File: src/rtl/spi_slave_regfile.sv
// spi_slave_regfile
// SPI mode-0 target with a 16-entry register file. The SPI pins are
// oversampled on pclk_i; frames are <4-bit cmd><4-bit addr><DATA_W data>
// words, MSB first, with auto-incrementing bursts while cs_n stays low.
// Local logic reads the register file combinationally via usr_addr_i.

module spi_slave_regfile #(
   parameter int          DATA_W = 16,
   parameter logic [3:0]  CMD_WR = 4'b1010,
   parameter logic [3:0]  CMD_RD = 4'b1011
) (
   input  logic              pclk_i,
   input  logic              rst_n_i,
   input  logic              spi_clk_i,
   input  logic              spi_cs_n_i,
   input  logic              spi_sdi_i,
   output logic              spi_sdo_o,
   output logic              spi_sdo_oe_o,
   output logic              reg_wr_o,
   output logic [3:0]        reg_addr_o,
   output logic [DATA_W-1:0] reg_wdata_o,
   output logic              frame_err_o,
   input  logic [3:0]        usr_addr_i,
   output logic [DATA_W-1:0] usr_rdata_o
);

   localparam int                CNT_W    = $clog2(DATA_W);
   localparam logic [CNT_W-1:0]  LAST_BIT = CNT_W'(DATA_W - 1);
   localparam logic [CNT_W-1:0]  LAST_HDR = CNT_W'(3);

   typedef enum logic [2:0] {
      IDLE,
      CMD,
      ADDR,
      DATA,
      IGNORE
   } state_t;

   // Pin synchronizers and edge-detect taps
   logic clk_s1, clk_s2, clk_s3;
   logic cs_s1, cs_s2, cs_s3;
   logic sdi_s1, sdi_s2;

   logic clk_rise, clk_fall, cs_fall, cs_rise;

   // FSM and datapath state
   state_t              state, state_nxt;
   logic [CNT_W-1:0]    bit_cnt, bit_cnt_nxt;
   logic [2:0]          cmd_sh, cmd_sh_nxt;
   logic [3:0]          addr, addr_nxt;
   logic                is_rd, is_rd_nxt;
   logic [DATA_W-2:0]   rx_sh, rx_sh_nxt;
   logic [DATA_W-1:0]   tx_sh, tx_sh_nxt;
   logic                commit;
   logic                frame_err_nxt;

   logic [3:0]          cmd_word;
   logic [3:0]          addr_word;
   logic [DATA_W-1:0]   rx_word;

   logic [DATA_W-1:0]   regfile [16];

   // Synchronize the SPI pins into the pclk domain; third tap on clk/cs for edges
   // NOTE: cs taps reset to 0 so releasing reset mid-frame (cs_n already low)
   //       shows no falling edge and the interrupted frame is not resumed.
   always_ff @(posedge pclk_i or negedge rst_n_i) begin
      if (!rst_n_i) begin
         clk_s1 <= 1'b0;
         clk_s2 <= 1'b0;
         clk_s3 <= 1'b0;
         cs_s1  <= 1'b0;
         cs_s2  <= 1'b0;
         cs_s3  <= 1'b0;
         sdi_s1 <= 1'b0;
         sdi_s2 <= 1'b0;
      end else begin
         // NOTE: non-blocking assignments make each flop capture the previous
         //       stage's old value, which is what forms the shift chain.
         clk_s1 <= spi_clk_i;
         clk_s2 <= clk_s1;
         clk_s3 <= clk_s2;
         cs_s1  <= spi_cs_n_i;
         cs_s2  <= cs_s1;
         cs_s3  <= cs_s2;
         sdi_s1 <= spi_sdi_i;
         sdi_s2 <= sdi_s1;
      end
   end

   assign clk_rise  =  clk_s2 & ~clk_s3;
   assign clk_fall  = ~clk_s2 &  clk_s3;
   assign cs_fall   = ~cs_s2  &  cs_s3;
   assign cs_rise   =  cs_s2  & ~cs_s3;

   assign cmd_word  = {cmd_sh, sdi_s2};
   assign addr_word = {addr[2:0], sdi_s2};
   assign rx_word   = {rx_sh, sdi_s2};

   // FSM state register
   always_ff @(posedge pclk_i or negedge rst_n_i) begin
      if (!rst_n_i) begin
         state <= IDLE;
      end else begin
         state <= state_nxt;
      end
   end

   // Next-state, shift-register and strobe decode
   always_comb begin
      // NOTE: every target gets a default before the case so no path can
      //       leave it unassigned and infer a latch.
      state_nxt     = state;
      bit_cnt_nxt   = bit_cnt;
      cmd_sh_nxt    = cmd_sh;
      addr_nxt      = addr;
      is_rd_nxt     = is_rd;
      rx_sh_nxt     = rx_sh;
      tx_sh_nxt     = tx_sh;
      commit        = 1'b0;
      frame_err_nxt = 1'b0;

      if (cs_rise) begin
         // Deselect wins over any simultaneous clock edge; partial words drop.
         state_nxt   = IDLE;
         bit_cnt_nxt = '0;
      end else begin
         case (state)
            IDLE: begin
               if (cs_fall) begin
                  state_nxt   = CMD;
                  bit_cnt_nxt = '0;
               end
            end

            CMD: begin
               if (clk_rise) begin
                  cmd_sh_nxt = cmd_word[2:0];
                  if (bit_cnt == LAST_HDR) begin
                     bit_cnt_nxt = '0;
                     if (cmd_word == CMD_WR || cmd_word == CMD_RD) begin
                        state_nxt = ADDR;
                        is_rd_nxt = (cmd_word == CMD_RD);
                     end else begin
                        state_nxt     = IGNORE;
                        frame_err_nxt = 1'b1;
                     end
                  end else begin
                     bit_cnt_nxt = bit_cnt + CNT_W'(1);
                  end
               end
            end

            ADDR: begin
               if (clk_rise) begin
                  addr_nxt = addr_word;
                  if (bit_cnt == LAST_HDR) begin
                     bit_cnt_nxt = '0;
                     state_nxt   = DATA;
                     if (is_rd) begin
                        tx_sh_nxt = regfile[addr_word];
                     end
                  end else begin
                     bit_cnt_nxt = bit_cnt + CNT_W'(1);
                  end
               end
            end

            DATA: begin
               if (is_rd) begin
                  // The falling edge right after a load (bit_cnt==0) belongs to
                  // the previous bit, so the freshly loaded MSB is not skipped.
                  if (clk_fall && bit_cnt != '0) begin
                     tx_sh_nxt = {tx_sh[DATA_W-2:0], 1'b0};
                  end
                  if (clk_rise) begin
                     if (bit_cnt == LAST_BIT) begin
                        bit_cnt_nxt = '0;
                        addr_nxt    = addr + 4'd1;
                        tx_sh_nxt   = regfile[addr + 4'd1];
                     end else begin
                        bit_cnt_nxt = bit_cnt + CNT_W'(1);
                     end
                  end
               end else begin
                  if (clk_rise) begin
                     rx_sh_nxt = rx_word[DATA_W-2:0];
                     if (bit_cnt == LAST_BIT) begin
                        bit_cnt_nxt = '0;
                        commit      = 1'b1;
                        addr_nxt    = addr + 4'd1;
                     end else begin
                        bit_cnt_nxt = bit_cnt + CNT_W'(1);
                     end
                  end
               end
            end

            IGNORE: begin
               // Parked until cs_n deasserts.
            end

            default: begin
               state_nxt = IDLE;
            end
         endcase
      end
   end

   // Datapath registers and registered output strobes
   always_ff @(posedge pclk_i or negedge rst_n_i) begin
      if (!rst_n_i) begin
         bit_cnt     <= '0;
         cmd_sh      <= '0;
         addr        <= '0;
         is_rd       <= 1'b0;
         rx_sh       <= '0;
         tx_sh       <= '0;
         reg_wr_o    <= 1'b0;
         reg_addr_o  <= '0;
         reg_wdata_o <= '0;
         frame_err_o <= 1'b0;
      end else begin
         bit_cnt     <= bit_cnt_nxt;
         cmd_sh      <= cmd_sh_nxt;
         addr        <= addr_nxt;
         is_rd       <= is_rd_nxt;
         rx_sh       <= rx_sh_nxt;
         tx_sh       <= tx_sh_nxt;
         reg_wr_o    <= commit;
         frame_err_o <= frame_err_nxt;
         if (commit) begin
            reg_addr_o  <= addr;
            reg_wdata_o <= rx_word;
         end
      end
   end

   // Register file: written in the same cycle reg_wr_o rises
   // NOTE: the storage is reset because every entry must read as zero after
   //       reset; without that requirement it could be left unreset.
   always_ff @(posedge pclk_i or negedge rst_n_i) begin
      if (!rst_n_i) begin
         for (int i = 0; i < 16; i++) begin
            regfile[i] <= '0;
         end
      end else if (commit) begin
         regfile[addr] <= rx_word;
      end
   end

   assign spi_sdo_oe_o = (state == DATA) && is_rd;
   assign spi_sdo_o    = spi_sdo_oe_o & tx_sh[DATA_W-1];
   assign usr_rdata_o  = regfile[usr_addr_i];

endmodule

File: config.mk
export PLATFORM = sky130hd
export DESIGN_NAME = spi_slave_regfile
export DESIGN_NICKNAME = d
export VERILOG_FILES = /design/src/rtl/spi_slave_regfile.sv
export SDC_FILE = /design/constraint.sdc
export NUM_CORES = 1
export LEC_CHECK = 0
export BUFFER_PORTS_ARGS = -buffer_cell sky130_fd_sc_hd__buf_2
export CORE_ASPECT_RATIO = 0.75
export CORE_MARGIN = 3
export CORE_UTILIZATION = 65
export DETAILED_ROUTE_END_ITERATION = 7
export GPL_TIMING_DRIVEN = 0
export MAX_ROUTING_LAYER = met4
export PLACE_DENSITY = 0.82
export SYNTH_ARGS = -nofsm -noshare
export SYNTH_HDL_FRONTEND = slang
export SYNTH_SLANG_ARGS = --single-unit
File: constraint.sdc
create_clock -name pclk_i -period 5.5 [get_ports pclk_i]
set_input_delay 0.275 -clock pclk_i [delete_from_list [all_inputs] [get_ports pclk_i]]
set_output_delay 0.275 -clock pclk_i [all_outputs]
set_load 0.01 [all_outputs]
After elaboration in Yosys (flattened, before gate mapping)
Cells that the tools add are included.
Word-level totals
  bits in registers: 332
  output and inout port bits: 40
  logic and storage cells: 145
Operators by class
  add/sub/neg operators: 2
  $lt $le $gt $ge: 5
  equal/unequal tests: 22
  muxes and demuxes: 49
  bitwise logic cells: 15
  reduce and logical (&&, ||, !) cells: 17
Operators by type and width (count)
  256-bit bitwise mux: 1
  16-bit 2-to-1 mux: 14
  16-bit binary-select mux with 4-bit select: 3
  16-bit demux with 4-bit select: 1
  4-bit 2-to-1 mux: 9
  16-bit case mux with 2 select lines: 1
  3-bit 2-to-1 mux: 7
  5-bit greater-or-equal comparator (second input constant): 4
  4-bit NOT with 5-bit output: 4
  3-bit != test (second input constant): 6
  4-bit == test (second input constant): 3
  2-bit != test (second input constant): 6
  3-bit case mux with 4 select lines: 1
  4-bit case mux with 3 select lines: 1
  6-bit AND reduction: 2
  1-bit 2-to-1 mux: 10
  5-bit AND reduction: 2
  4-bit by 1-bit adder with 4-bit output (second input constant): 2
  4-bit case mux with 2 select lines: 1
  4-bit AND reduction: 2
  4-bit nonzero test: 2
  3-bit by 2-bit == test with 1-bit output (second input constant): 2
  1-bit NOT: 6
  1-bit bitwise AND: 5
  other kinds (12): 15

Logic depth before layout (Yosys ltp)
Gate-level depths: netlist (run 1).
  depth in word-level cells: 9
  gate-level depth with buffers: 12
  depth with buffers taken out: 7

Worst setup path before layout (run 1)
No wires, ideal clock.
  path kind: reg2reg
  start point: register addr[0]
  end point: register tx_sh[4]
  arrival: 3477 ps
  data required time: 5370 ps
  setup slack: 1894 ps
  stages on the path, launching flop included: 12
  path buffers: 6
  cell sequence: dfrtp_1 clkbuf_1 buf_1 inv_1 clkbuf_1 ha_1 buf_2 buf_2 buf_2 mux4_2 a211oi_1 o21ai_0
Between the ends
  longest elaborated chain between the ends: 9
Ends and longest elaborated chain
  start: declaration: RTL line 50  | logic [3:0] addr, addr_nxt;
  start signal: assignment: RTL line 225  | addr <= addr_nxt;
  4-bit by 1-bit adder with 4-bit output: RTL line 179  | tx_sh_nxt = regfile[addr + 4'd1];
  4-bit NOT with 5-bit output (not written as such): RTL line 179
  16-bit binary-select mux with 4-bit select: RTL line 179
  16-bit 2-to-1 mux (not written as such) (2 in series): RTL line 179
  16-bit 2-to-1 mux: RTL line 176  | if (bit_cnt == LAST_BIT) begin
  16-bit 2-to-1 mux: RTL line 175  | if (clk_rise) begin
  16-bit 2-to-1 mux: RTL line 169  | if (is_rd) begin
  16-bit case mux with 2 select lines *: RTL line 127  | case (state)
  end signal: assignment: RTL line 228  | tx_sh <= tx_sh_nxt;
  end: declaration: RTL line 53  | logic [DATA_W-1:0] tx_sh, tx_sh_nxt;
Every way passes the cells marked *; elsewhere a longest branch is shown, timed or not. The select of a mux whose other input is x is not followed.
A chain may end at the register's enable or synchronous reset.

Final worst setup path (run 1)
  start point: register addr[0]
  end point: register tx_sh[6]
Same word-level chain as after synthesis.

==> results of run 1 <==
==> synth_stat cells, types with 4 or more instances <==
| cell | count | area share (%) |
|---|---|---|
| a221o_1 | 11 | 0.57 |
| buf_1 | 27 | 0.53 |
| a22o_1 | 12 | 0.55 |
| nand2_2 | 4 | 0.13 |
| ha_1 | 7 | 0.46 |
| nand2_1 | 69 | 1.3 |
| buf_6 | 4 | 0.23 |
| o211ai_1 | 7 | 0.27 |
| nor2_1 | 18 | 0.35 |
| mux2i_1 | 37 | 1.9 |
| mux2_4 | 40 | 3.1 |
| o21ai_0 | 20 | 0.52 |
| or3_1 | 7 | 0.23 |
| mux4_2 | 206 | 24 |
| nand3_1 | 8 | 0.21 |
| o21ai_1 | 7 | 0.18 |
| buf_2 | 36 | 0.94 |
| a221oi_1 | 12 | 0.55 |
| nand2_4 | 4 | 0.23 |
| and2_1 | 16 | 0.52 |
| nor3_1 | 6 | 0.16 |
| a31oi_1 | 4 | 0.13 |
| nand2b_1 | 6 | 0.20 |
| o22a_1 | 4 | 0.18 |
| mux2_2 | 242 | 14 |
| buf_4 | 10 | 0.39 |
| clkbuf_1 | 54 | 1.1 |
| dfrtp_1 | 332 | 43 |
| nand4_2 | 4 | 0.26 |
| nor2b_1 | 9 | 0.29 |
| inv_1 | 9 | 0.18 |
| a211oi_1 | 11 | 0.43 |
| a21oi_1 | 8 | 0.21 |
| o22ai_1 | 5 | 0.16 |
| a2bb2oi_1 | 11 | 0.50 |
==> through the flow <==
stage / setup WS [ps] / util [%] / area, um^2 / hold slack, ps / total power [mW]
after floorplan: 1894 / - / 19200 / -20.59 / 2.705
after global placement: -2055 / 69.80 / 19900 / 337.5 / 2.814
after detailed placement: -218.6 / 70.12 / 20000 / 242.1 / 2.831
after CTS: 93.87 / 74.50 / 21240 / 299.1 / 5.329
after global routing: 266.8 / 74.54 / 21260 / 321.1 / 5.457
final: 370.9 / 74.54 / 21260 / 270.7 / 5.321
==> power by group through the flow <==
stage	Sequential (mW)	Combinational, mW	Clock, mW
2_1_floorplan	2.53	0.178	0
3_3_place_gp	2.53	0.282	0
3_5_place_dp	2.53	0.298	0
4_1_cts	2.49	0.301	2.54
5_1_grt	2.49	0.327	2.64
6_report	2.49	0.301	2.53
==> worst paths after layout <==
check | endpoint | slack, ps | depth (start not counted)
max | tx_sh[6] | 370 | 11
min in group pclk_i | sdi_s2 | 350 | 0
max reg2reg | tx_sh[6] | 370 | 11
max in group asynchronous | regfile[104] | 3960 | 4
min reg2reg | sdi_s2 | 350 | 0
min | reg_addr_o[3] | 270 | 2
==> cell families (layout without fill, tap and decap cells) <==
logic type | count (synthesis) | in the layout
multiplexers | 525 | 525
flip-flops | 332 | 332
AND/OR/NAND/NOR | 168 | 168
buffers and inverters | 141 | 253
AO/OA/AOI/OAI | 119 | 119
adder cells (fa/ha/maj) | 8 | 8
XOR/XNOR | 3 | 3
other | 0 | 1
==> layout make-up <==
class	instances	area (um^2)	share of cell area (%)
antenna	1	2.502	0.01177
buffer	131	608.1	2.861
clock buffer	48	1007	4.739
clock inverter	13	198.9	0.9360
inverter	10	37.54	0.1766
multi-input combinational	823	10260	48.26
sequential	332	8308	39.09
tap	385	481.7	2.266
timing repair buffer	51	352.8	1.660
==> registers in the layout, indices dropped and copies added, names as in the netlist, 3 cells and up <==
register	count
addr	4
bit_cnt	4
cmd_sh	3
reg_addr_o	4
reg_wdata_o	16
regfile	256
rx_sh	15
state	3
tx_sh	16
==> worst max-delay path: stages (launching register included) <==
cell and delay [ps]:
dfrtp_1 410, clkbuf_2 430, buf_2 450, inv_1 140, clkbuf_2 380, ha_1 420, buf_2 360, buf_2 430
buf_2 460, mux4_2 610, a211oi_1 640, o21ai_0 210
==> routing by layer <==
layer	share of wire [%]	vias up	global-route usage, %
li1	-	5239	-
met4	3.5	0	11.33
met5	0	-	-
met1	38	6888	53.87
met3	17	166	20.70
met2	41	992	51.17
==> timing repair <==
action / in CTS / in global routing
gates resized for setup: 1 / 6
hold endpoints to repair: 63 / 0
hold buffers: 4 / 0
setup endpoints to repair: 9 / 8
==> results.toml, run 1 <==
[run_status]
status = "finished clean"

[synthesis]
synth_top_family_by_area = "multiplexers"
synthAdderAreaFrac_pct = 0.5083
synthMuxAreaShare_pct = 43.41
async_flop_share_pct = 100.0
synth_top_flop_cell = "dfrtp_1"
syn_nets = 1312
syn_area_um2 = 19200
synth-edff-count = 0
synth-simple-area-share_pct = 4.724
yosysSeqAreaShare_pct = 43.27
netlist_instances = 1296
synth_compound_gate_area_share_pct = 4.568
ys_types = 57
synth-seq-cells = 332
syn_area_per_cell_um2 = 14.82
synth-xor-area-share_pct = 0.1759
ys.warnings.count = 0

[placement]
place_congestion = 1.026
port-buffer-count = 44
placedCellCount = 1728
dp_hpwl_um = 41830

[clock_tree]
cts-htree-levels = 2
clkTransAtPathRegs_ps = 60
cts.sinks = 332
cts-root-buf = "clkbuf_16"
clk_path_buf_depth = 3
cts_tree = "built"
cts_setup_buffers = 0
clock_latency_ps = 530
cts_made_buffers = 35

[grt]
grt_pass1_wl_um = 87470
grtUsageTotal_pct = 39.24
grt_max_degree = 98
antenna_found_initial = 2
grt_pass1_vias = 13200
grt-ovfl-total = 0

[layout]
final_cells = 1794
final_common_cell = "dfrtp_1"
nets = 1400
areaGrowthSynthToFinish_pct = 10.70
final_cell_mix = "dfrtp_1 (332), mux2_2 (242), mux4_2 (206)"
fill_cells = 1803
final_layout_size_suffix_gt1_share_pct = 47.16

[timing]
worst_slew_pin_slew_ps = 1122
fin_crit_ps = 5129
rsz0062_at_grt = "false"
finalSetupViolations = 0
finalSetupTns_ps = 0
fin_worst_skew_ps = 14.75
fmax_mhz = 195.0
relSlewSlack_pct = 25.21
period_share_pct = 93.26
hold_viol = 0
slew_violations = 0

[drt]
drc_errors = 0
vias = 13290
wire_per_inst_um = 32.57
first_pass_iters = 5
drt_iter0_drc = 1977
drt_wl_total_um = 58430
viasPerCell = 7.405
ant_nets = 0

[setup_path]
end_kind = "register"
cp-startpoint = "addr[0]"
startpoint_type = "register"
crit_fanout = 11
cp.arrival_ps = 5500
cp.required_ps = 5870
critPathKind = "reg2reg"
r2r-start = "addr[0]"

[power]
power.internal_mw = 4.090
combPwrFrac_pct = 5.7
powerDensity_nw_per_um2 = 250.4
p_switching_mw = 1.231
p_leak_nw = 9.667
ir_drop_mv = 0.3552
clockPowerShare_pct = 47.6
power_frac_seq_pct = 46.8
switching_share_pct = 23.14

[die]
num_io_pins = 49
die_area_um2 = 31660
dieWidth_um = 204.5
die_h_um = 154.8
start_util_pct = 67.34
core_um2 = 28510
rows = 53

[worst_hold_path]
hold_path.class = "in2async"

[job]
maxCapViolCount = 0
No activity file was read; power rests on OpenSTA's default activity.
==> run 2, diff against run 1 <==
GPL_TIMING_DRIVEN = 1   (was 0)
==> run 2 against run 1 <==
Clock skew increased by 6.0 ps. Critical endpoint is now regfile[18]. Global-route usage decreased by 3.5 points. Core utilization down 1.6 points. Design area decreased by 2.1%. Sequential cell count is the same. Critical path depth decreased by 6. Routed wire length fell by 9.2%. Critical path type unchanged. Final cell count shrank 6.1%. Maximum frequency grew 36%. Non-clock buffer count fell by 109.
==> results.toml, run 2 (synthesized netlist as in run 1, its figures left out) <==
[placement]
dp_hpwl_um = 30810
place_congestion = 0.8743
port-buffer-count = 48
dpl_worst_slack_ps = 1919

[layout]
largestRegisters = "regfile (256), reg_wdata_o (16), tx_sh (16)"
final_common_cell = "dfrtp_1"
final_util_pct = 72.95
antennaDiodeCount = 0
areaGrowthSynthToFinish_pct = 8.341
final_cell_mix = "dfrtp_1 (330), mux2_2 (242), mux4_2 (206)"
multi_input_area_um2 = 10290
register_area_um2 = 8315
top_register = "regfile"
largest_register_ffs = 256
fill_cells = 1772
nets = 1291
final_layout_size_suffix_gt1_share_pct = 49.27

[timing]
worst_slew_pin_slew_ps = 1205
rsz0062_at_grt = "false"
fmax_mhz = 265.2
finalSetupViolations = 0
setup_slack_ps = 1730
hold_viol = 0
fin_crit_ps = 3770
fin_worst_skew_ps = 20.77
relSlewSlack_pct = 19.47
holdWs_ps = 354.0
period_share_pct = 68.55
slew_violations = 0
finalSetupTns_ps = 0

[setup_path]
startpoint_type = "register"
path_buf_inv = 1
cp_top_family = "simple AND/OR/NAND/NOR gates"
path_cells = "and3b_1 > nand4b_4 > clkinv_1 > nand4_2 > mux2_2"
slowest_delay_ps = 910
cp.required_ps = 5910
r2r-start = "state[0]"
end_kind = "register"
critPathKind = "reg2reg"
cp.arrival_ps = 4180
cpMaxStageDelayCell = "nand4_2"
r2r_cells = 5
regToRegSetupSlack_ps = 1730
crit_fanout = 26
timing.rr.end = "regfile[18]"

[job]
maxCapViolCount = 0

[worst_hold_path]
hold_start = "cs_s1"
min_to = "cs_s2"
hold_depth = 0
hold_path.class = "reg2reg"

[die]
die_area_um2 = 31660
num_io_pins = 49
start_util_pct = 67.34
rows = 53
core_um2 = 28510
die_h_um = 154.8
dieWidth_um = 204.5

[clock_tree]
clkTransAtPathRegs_ps = 60
clk_path_buf_depth = 3
clock_latency_ps = 540
cts.sinks = 332
cts-root-buf = "clkbuf_16"
cts_setup_buffers = 0
cts_made_buffers = 35
cts-htree-levels = 2
cts_tree = "built"

[power]
powerDensity_nw_per_um2 = 254.6
p_leak_nw = 9.421
p_total_mw = 5.296
ir_drop_mv = 0.3999

[drt]
ant_nets = 0
drt_iter0_drc = 1729
drc_errors = 0
drt_wl_total_um = 53060
first_pass_iters = 5
viasPerCell = 7.567
wire_per_inst_um = 31.51
vias = 12740

[grt]
grt_max_degree = 165
grt_pass1_wl_um = 81710
grt_pass1_vias = 12830
grt-ovfl-total = 0
antenna_found_initial = 0
grtUsageTotal_pct = 35.72

[run_status]
status = "finished clean"
## run 2: repair_timing
action,4_1_cts,5_1_grt
resized for setup,0,0
hold buffers,4,0
hold endpoints to repair,118,0
## run 2: routing by layer
metal  global-route usage, %  vias up  share of wire, %
li1                        -     5017                 -
met1                   50.94     6703                39
met2                   50.09      850                45
met3                   9.552      173                12
met4                   13.52        0               4.2
met5                       -        -                 0
## run 2: final cells by class
cell class                      count  share of cell area, %
Timing Repair Buffer               73                  2.286
Clock inverter                     11                 0.7939
Multi-Input combinational cell    823                  49.48
Inverter                           10                 0.1804
Clock buffer                       50                  4.974
Sequential cell                   332                  39.97
Tap cell                          385                  2.316
## run 2: power by group
part	internal [mW]	switching [mW]
Sequential	2.47	0.0362
Combinational	0.0990	0.173
Clock	1.50	1.02
## run 2: through the flow
step                cell area, um^2  cells
floorplan                     19200   1296
global placement              19560   1619
detailed placement            19560   1619
CTS                           20800   1684
global route                  20800   1684
finish                        20800   1684
## run 2: worst max-delay path by stage
stage	slack, ps	end	start	cells after the start
final	1730	regfile[18]	state[0]	5
after global routing	1630	tx_sh[3]	addr[0]	7
after CTS	1830	tx_sh[3]	addr[0]	7
after detailed placement	1920	tx_sh[14]	addr[0]	7
after global placement	2020	tx_sh[10]	addr[1]	7
after floorplan	1890	tx_sh[4]	addr[0]	11
